## config.mk

```make
export PLATFORM = sky130hd
export DESIGN_NAME = mem_access_unit
export DESIGN_NICKNAME = d
export VERILOG_FILES = /design/src/rtl/mem_access_unit.sv
export SDC_FILE = /design/constraint.sdc
export NUM_CORES = 1
export LEC_CHECK = 0
export BUFFER_PORTS_ARGS = -buffer_cell sky130_fd_sc_hd__buf_2
export CORE_MARGIN = 1
export CORE_UTILIZATION = 51
export DETAILED_ROUTE_END_ITERATION = 10
export PLACE_DENSITY_LB_ADDON = 0.3
export SYNTH_ARGS = -nofsm -noshare
export SYNTH_HDL_FRONTEND = slang
export SYNTH_SLANG_ARGS = --single-unit
```

## constraint.sdc

```tcl
create_clock -name clk -period 7.7 [get_ports clk]
set_clock_uncertainty 0.15 [all_clocks]
set_input_delay 0.385 -clock clk [delete_from_list [all_inputs] [get_ports clk]]
set_output_delay 0.385 -clock clk [all_outputs]
set_load 0.01 [all_outputs]
```

## src/rtl/mem_access_unit.sv

```systemverilog
// MEM-stage initiator for a word-addressed data memory with byte enables.
// One access in flight; returns extended load data or a single error flag.
module mem_access_unit #(
    parameter int unsigned MEM_WORDS      = 10,
    parameter int unsigned TIMEOUT_CYCLES = 16
) (
    input  logic        clk,
    input  logic        reset,
    input  logic        req_valid,
    output logic        req_ready,
    input  logic        req_we,
    input  logic [1:0]  req_size,
    input  logic        req_signed,
    input  logic [31:0] req_addr,
    input  logic [31:0] req_wdata,
    input  logic        flush,
    output logic        resp_valid,
    output logic [31:0] resp_rdata,
    output logic        err_align,
    output logic        err_range,
    output logic        err_timeout,
    output logic        stall_out,
    output logic        mem_req,
    output logic        mem_we,
    output logic [29:0] mem_addr,
    output logic [3:0]  mem_be,
    output logic [31:0] mem_wdata,
    input  logic [31:0] mem_rdata,
    input  logic        mem_ack
);
    typedef enum logic [1:0] {IDLE, REQ, RESP} state_t;
    localparam int unsigned CW = $clog2(TIMEOUT_CYCLES + 1);

    state_t        state_q, state_d;
    logic          we_q, we_d;
    logic [1:0]    size_q, size_d;
    logic          sgn_q, sgn_d;
    logic [31:0]   addr_q, addr_d;
    logic [31:0]   wdata_q, wdata_d;
    logic [CW-1:0] cnt_q, cnt_d;
    logic          flush_q, flush_d;
    logic [31:0]   rdata_q, rdata_d;
    logic          ea_q, ea_d, er_q, er_d, et_q, et_d;

    logic          align_err, range_err;
    logic [3:0]    be;
    logic [31:0]   wdata_rep, load_ext;
    logic [7:0]    lane_b;
    logic [15:0]   lane_h;

    always_comb begin
        align_err = 1'b0;
        case (req_size)
            2'b01:   align_err = req_addr[0];
            2'b10:   align_err = |req_addr[1:0];
            2'b11:   align_err = 1'b1;
            default: align_err = 1'b0;
        endcase
    end
    assign range_err = req_addr[31:2] >= 30'(MEM_WORDS);

    always_comb begin
        be        = 4'b1111;
        wdata_rep = wdata_q;
        case (size_q)
            2'b00: begin
                be        = 4'b0001 << addr_q[1:0];
                wdata_rep = {4{wdata_q[7:0]}};
            end
            2'b01: begin
                be        = 4'b0011 << addr_q[1:0];
                wdata_rep = {2{wdata_q[15:0]}};
            end
            default: ;
        endcase
    end

    assign lane_b = mem_rdata[{addr_q[1:0], 3'b000} +: 8];
    assign lane_h = mem_rdata[{addr_q[1], 4'b0000} +: 16];

    always_comb begin
        case (size_q)
            2'b00:   load_ext = {{24{sgn_q & lane_b[7]}}, lane_b};
            2'b01:   load_ext = {{16{sgn_q & lane_h[15]}}, lane_h};
            default: load_ext = mem_rdata;
        endcase
    end

    always_comb begin
        state_d = state_q;
        we_d    = we_q;
        size_d  = size_q;
        sgn_d   = sgn_q;
        addr_d  = addr_q;
        wdata_d = wdata_q;
        cnt_d   = cnt_q;
        flush_d = flush_q;
        rdata_d = rdata_q;
        ea_d    = ea_q;
        er_d    = er_q;
        et_d    = et_q;
        case (state_q)
            IDLE: begin
                if (req_valid && !flush) begin
                    we_d    = req_we;
                    size_d  = req_size;
                    sgn_d   = req_signed;
                    addr_d  = req_addr;
                    wdata_d = req_wdata;
                    // alignment wins, so err_range is only raised on aligned accesses
                    if (align_err || range_err) begin
                        state_d = RESP;
                        rdata_d = '0;
                        ea_d    = align_err;
                        er_d    = ~align_err;
                        et_d    = 1'b0;
                    end else begin
                        state_d = REQ;
                    end
                end
            end
            REQ: begin
                if (flush) flush_d = 1'b1;
                if (mem_ack) begin
                    state_d = RESP;
                    rdata_d = we_q ? '0 : load_ext;
                    ea_d    = 1'b0;
                    er_d    = 1'b0;
                    et_d    = 1'b0;
                end else if (cnt_q == CW'(TIMEOUT_CYCLES - 1)) begin
                    state_d = RESP;
                    rdata_d = '0;
                    ea_d    = 1'b0;
                    er_d    = 1'b0;
                    et_d    = 1'b1;
                end else begin
                    cnt_d = cnt_q + 1'b1;
                end
            end
            RESP: begin
                state_d = IDLE;
                flush_d = 1'b0;
                cnt_d   = '0;
            end
            default: state_d = IDLE;
        endcase
    end

    always_ff @(posedge clk or posedge reset) begin
        if (reset) begin
            state_q <= IDLE;
            we_q    <= 1'b0;
            size_q  <= '0;
            sgn_q   <= 1'b0;
            addr_q  <= '0;
            wdata_q <= '0;
            cnt_q   <= '0;
            flush_q <= 1'b0;
            rdata_q <= '0;
            ea_q    <= 1'b0;
            er_q    <= 1'b0;
            et_q    <= 1'b0;
        end else begin
            state_q <= state_d;
            we_q    <= we_d;
            size_q  <= size_d;
            sgn_q   <= sgn_d;
            addr_q  <= addr_d;
            wdata_q <= wdata_d;
            cnt_q   <= cnt_d;
            flush_q <= flush_d;
            rdata_q <= rdata_d;
            ea_q    <= ea_d;
            er_q    <= er_d;
            et_q    <= et_d;
        end
    end

    assign req_ready   = (state_q == IDLE);
    assign stall_out   = (state_q == REQ) || ((state_q == IDLE) && req_valid && !flush);
    assign resp_valid  = (state_q == RESP) && !flush_q;
    assign resp_rdata  = rdata_q;
    assign err_align   = ea_q;
    assign err_range   = er_q;
    assign err_timeout = et_q;
    assign mem_req     = (state_q == REQ);
    assign mem_we      = mem_req & we_q;
    assign mem_addr    = mem_req ? addr_q[31:2] : '0;
    assign mem_be      = mem_req ? be : '0;
    assign mem_wdata   = mem_req ? wdata_rep : '0;
endmodule

```

==> results.sh <==
export IMPL_synth_compound_area_share_pct=21.50
export IMPL_min_period_over_period_pct=38.93
export IMPL_clock_latency_ns=0.36
export IMPL_synth_edf_count=0
export IMPL_p_sw_share_pct=37.53
export IMPL_die_height_um=115.1
export IMPL_wl_per_cell_um=18.52
export IMPL_rsz0062_at_grt="no"
export IMPL_ys_ff_latch=111
export IMPL_tritoncts="done"
export IMPL_async_flop_share_pct=100.0
export IMPL_port_buffers=210
export IMPL_synth_adder_area_share_pct=0.9588
export IMPL_worstPathArrival_ns=2.46
export IMPL_maxCapViolations=0
export IMPL_clk_path_buf_depth=2
export IMPL_crit_path_start_kind="flop"
export IMPL_clock_power_share_pct=21.0
export IMPL_initial_utilization_pct=53.21
export IMPL_area_delta_synth_final_pct=20.42
export IMPL_hpwl_um=12800
export IMPL_h_tree_depth=3
export IMPL_wl_met3_um=1381
export IMPL_yosysTopAreaCell="dfrtp_1"
export IMPL_die_w_um=115.1
export IMPL_power_frac_comb_pct=36.8
export IMPL_timing_rr_end="resp_rdata[12]"
export IMPL_seqPwrFrac_pct=42.1
export IMPL_dr_wl_met2_um=8999
export IMPL_rrSetupSlack_ns=4.76
export IMPL_p_int_mw=1.461
export IMPL_top_layer_used="met4"
export IMPL_clockRootBuffer="clkbuf_16"
export IMPL_core_area_sq_mm=0.01226
export IMPL_num_rows=40
export IMPL_cp_endpoint="mem_wdata[13]"
export IMPL_clock_sinks=111
export IMPL_drt_vias_per_instance=5.951
export IMPL_slew_violations=0
export IMPL_numCtsBuffers=9
export IMPL_vias=5927
export IMPL_endpoint_kind="output port"
export IMPL_ios=211
export IMPL_clkTransAtPathRegs_ns=0.07
export IMPL_cp_data_required_time_ns=7.16
export IMPL_antenna_found_initial=0
export IMPL_grt_max_degree=70
export IMPL_finalWeightedCongestion=0.9103
export IMPL_ant_nets=0
export IMPL_synth_xor_area_share_pct=0
export IMPL_worstPathMaxFanout=49
export IMPL_synthMuxAreaShare_pct=16.43
export IMPL_power_density_mw_per_mm2=297.7
export IMPL_overflow=0
export IMPL_synth_area_sq_mm=0.006525
export IMPL_ctsHoldBuffers=1
export IMPL_hold_viol_final=0
export IMPL_nNetsFinal=933
export IMPL_vdd_ir_drop_max_mv=0.1793
export IMPL_yosys_top_cells_area="dfrtp_1 (43%), mux2_2 (13%), a32oi_1 (4.6%)"
export IMPL_synth_seq_area_share_pct=42.57
export IMPL_critPathKind="reg -> out"
export IMPL_dpl_cell_count=979
export IMPL_hp_class="in -> reg"
export IMPL_fin_tns_setup_ns=0
export IMPL_drtIter0Drc=462
export IMPL_p_leak_nw=3.742
export IMPL_period_needed_ns=2.998
export IMPL_drive_gt1_share_pct=39.61
export IMPL_synth_fp_nets=768
export IMPL_stdcell_count=996
export IMPL_timing_fmax_ghz=0.3336
export IMPL_status="complete, no violations"
export IMPL_grt_pass1_vias=5776
export IMPL_avgSynthCellArea_sq_um=9.916
export IMPL_ys_warnings_count=0
export IMPL_post_cts_buffers=0
export IMPL_first_pass_iters=5
export IMPL_grt_use_total_pct=28.76
export IMPL_r2r_start="state_q[0]"
export IMPL_yosysUniqueCellTypes=47
export IMPL_synth_common_cells="dfrtp_1 (111), mux2_2 (76), nand2_1 (62)"
export IMPL_grt_pass1_wl_um=29510
export IMPL_worst_pin_slew_ns=1.254
export IMPL_synth_top_family_by_area="compound AO/OA/AOI/OAI gates"
export IMPL_r2r_cells=8
export IMPL_drc_errors=0
export IMPL_switchingPower_mw=0.8780
export IMPL_final_setup_viol_count=0
export IMPL_slew_headroom_pct=16.40
export IMPL_crit_start="state_q[1]"
export IMPL_yosysMostFrequentCell="dfrtp_1"
export IMPL_wl_um=18450
export IMPL_synth_main_ff_cell="dfrtp_1"
export IMPL_cts_resized=0
export IMPL_wl_met1_um=7616
export IMPL_postSynthCellCount=658
export IMPL_yosys_area_share_simple_pct=12.56
export IMPL_synth_top_area_share_pct=42.57
export IMPL_die_area_sq_mm=0.01325
export IMPL_num_antenna_cells=0
-- layout make-up --
type | instances | area (sq um)
Fill cell | 1014 | 4404
Clock buffer | 12 | 256.5
Sequential cell | 111 | 2779
Timing Repair Buffer | 221 | 1136
Multi-Input combinational cell | 463 | 3357
Inverter | 17 | 66.31
Tap cell | 168 | 210.2
Clock inverter | 4 | 52.55
-- per-layer routing --
metal / track usage, % / vias to the layer above
met5: 0 / -
met4: 11.17 / 0
met3: 6.326 / 33
met2: 48.67 / 261
met1: 36.00 / 2885
li1: - / 2748
-- power groups by stage --
| stage | combinational, mW | clock (mW) | sequential [mW] |
|---|---|---|---|
| 2_1_floorplan | 0.758 | 0 | 0.877 |
| 6_report | 0.862 | 0.492 | 0.986 |
| 3_3_place_gp | 0.828 | 0 | 0.977 |
| 3_5_place_dp | 0.856 | 0 | 0.995 |
| 4_1_cts | 0.858 | 0.496 | 0.986 |
| 5_1_grt | 0.947 | 0.519 | 1.02 |
-- kinds of logic (layout without fill, tap and decap cells) --
logic type,count (synthesis),after routing
AO/OA/AOI/OAI,193,193
adder cells (fa/ha/maj),5,5
buffers and inverters,84,254
flip-flops,111,111
multiplexers,96,96
AND/OR/NAND/NOR,169,169
-- flip-flops by register name, indices dropped and copies added (netlist names) --
register,cells
state_q,2
err_align,1
we_q,1
wdata_q,32
resp_rdata,32
err_range,1
cnt_q,5
sgn_q,1
flush_q,1
size_q,2
addr_q,32
err_timeout,1
-- worst min path at each step --
stage                       start          end  cells after the start
floorplan                cnt_q[4]     cnt_q[4]                      2
global placement         cnt_q[4]     cnt_q[4]                      2
detailed placement       cnt_q[4]     cnt_q[4]                      2
CTS                 req_wdata[28]  wdata_q[28]                      2
global route        req_wdata[13]  wdata_q[13]                      2
finish               req_wdata[5]   wdata_q[5]                      2
-- worst max-delay path, stage by stage, from the launching register on --
cell and delay (ns):
dfrtp_1 0.40, inv_1 0.08, ha_1 0.15, buf_4 0.37, inv_1 0.56, a21oi_1 0.34
buf_2 0.18
-- cell usage in the layout, fill, tap and decap left out, drive strengths merged, types with 3 or more instances in the layout --
cell     count
buf        220
dfrtp      111
mux2        76
nand2       63
a21oi       56
and2        40
nor2        38
a32oi       34
o31ai       26
mux2i       19
o21ai       19
inv         18
a22oi       16
clkbuf      12
o2bb2ai      8
a221oi       8
nor4         7
o32a         7
o2111ai      7
nand2b       5
ha           5
a21o         3
and4         3
nor2b        3
-- metrics by stage --
step / hold WS (ns) / utilization (%) / total power [mW] / worst slack (ns) / cell area [sq um]
5_1_grt: 0.1065 / 64.08 / 2.482 / 4.463 / 7858
6_report: 0.1065 / 64.08 / 2.339 / 4.702 / 7858
3_5_place_dp: 0.3251 / 61.48 / 1.850 / 4.557 / 7538
4_1_cts: 0.1035 / 64.08 / 2.340 / 4.654 / 7858
2_1_floorplan: 0.2985 / - / 1.635 / 4.234 / 6525
3_3_place_gp: 0.3099 / 61.48 / 1.805 / 4.653 / 7538
Power figures use the tool's default switching activity.
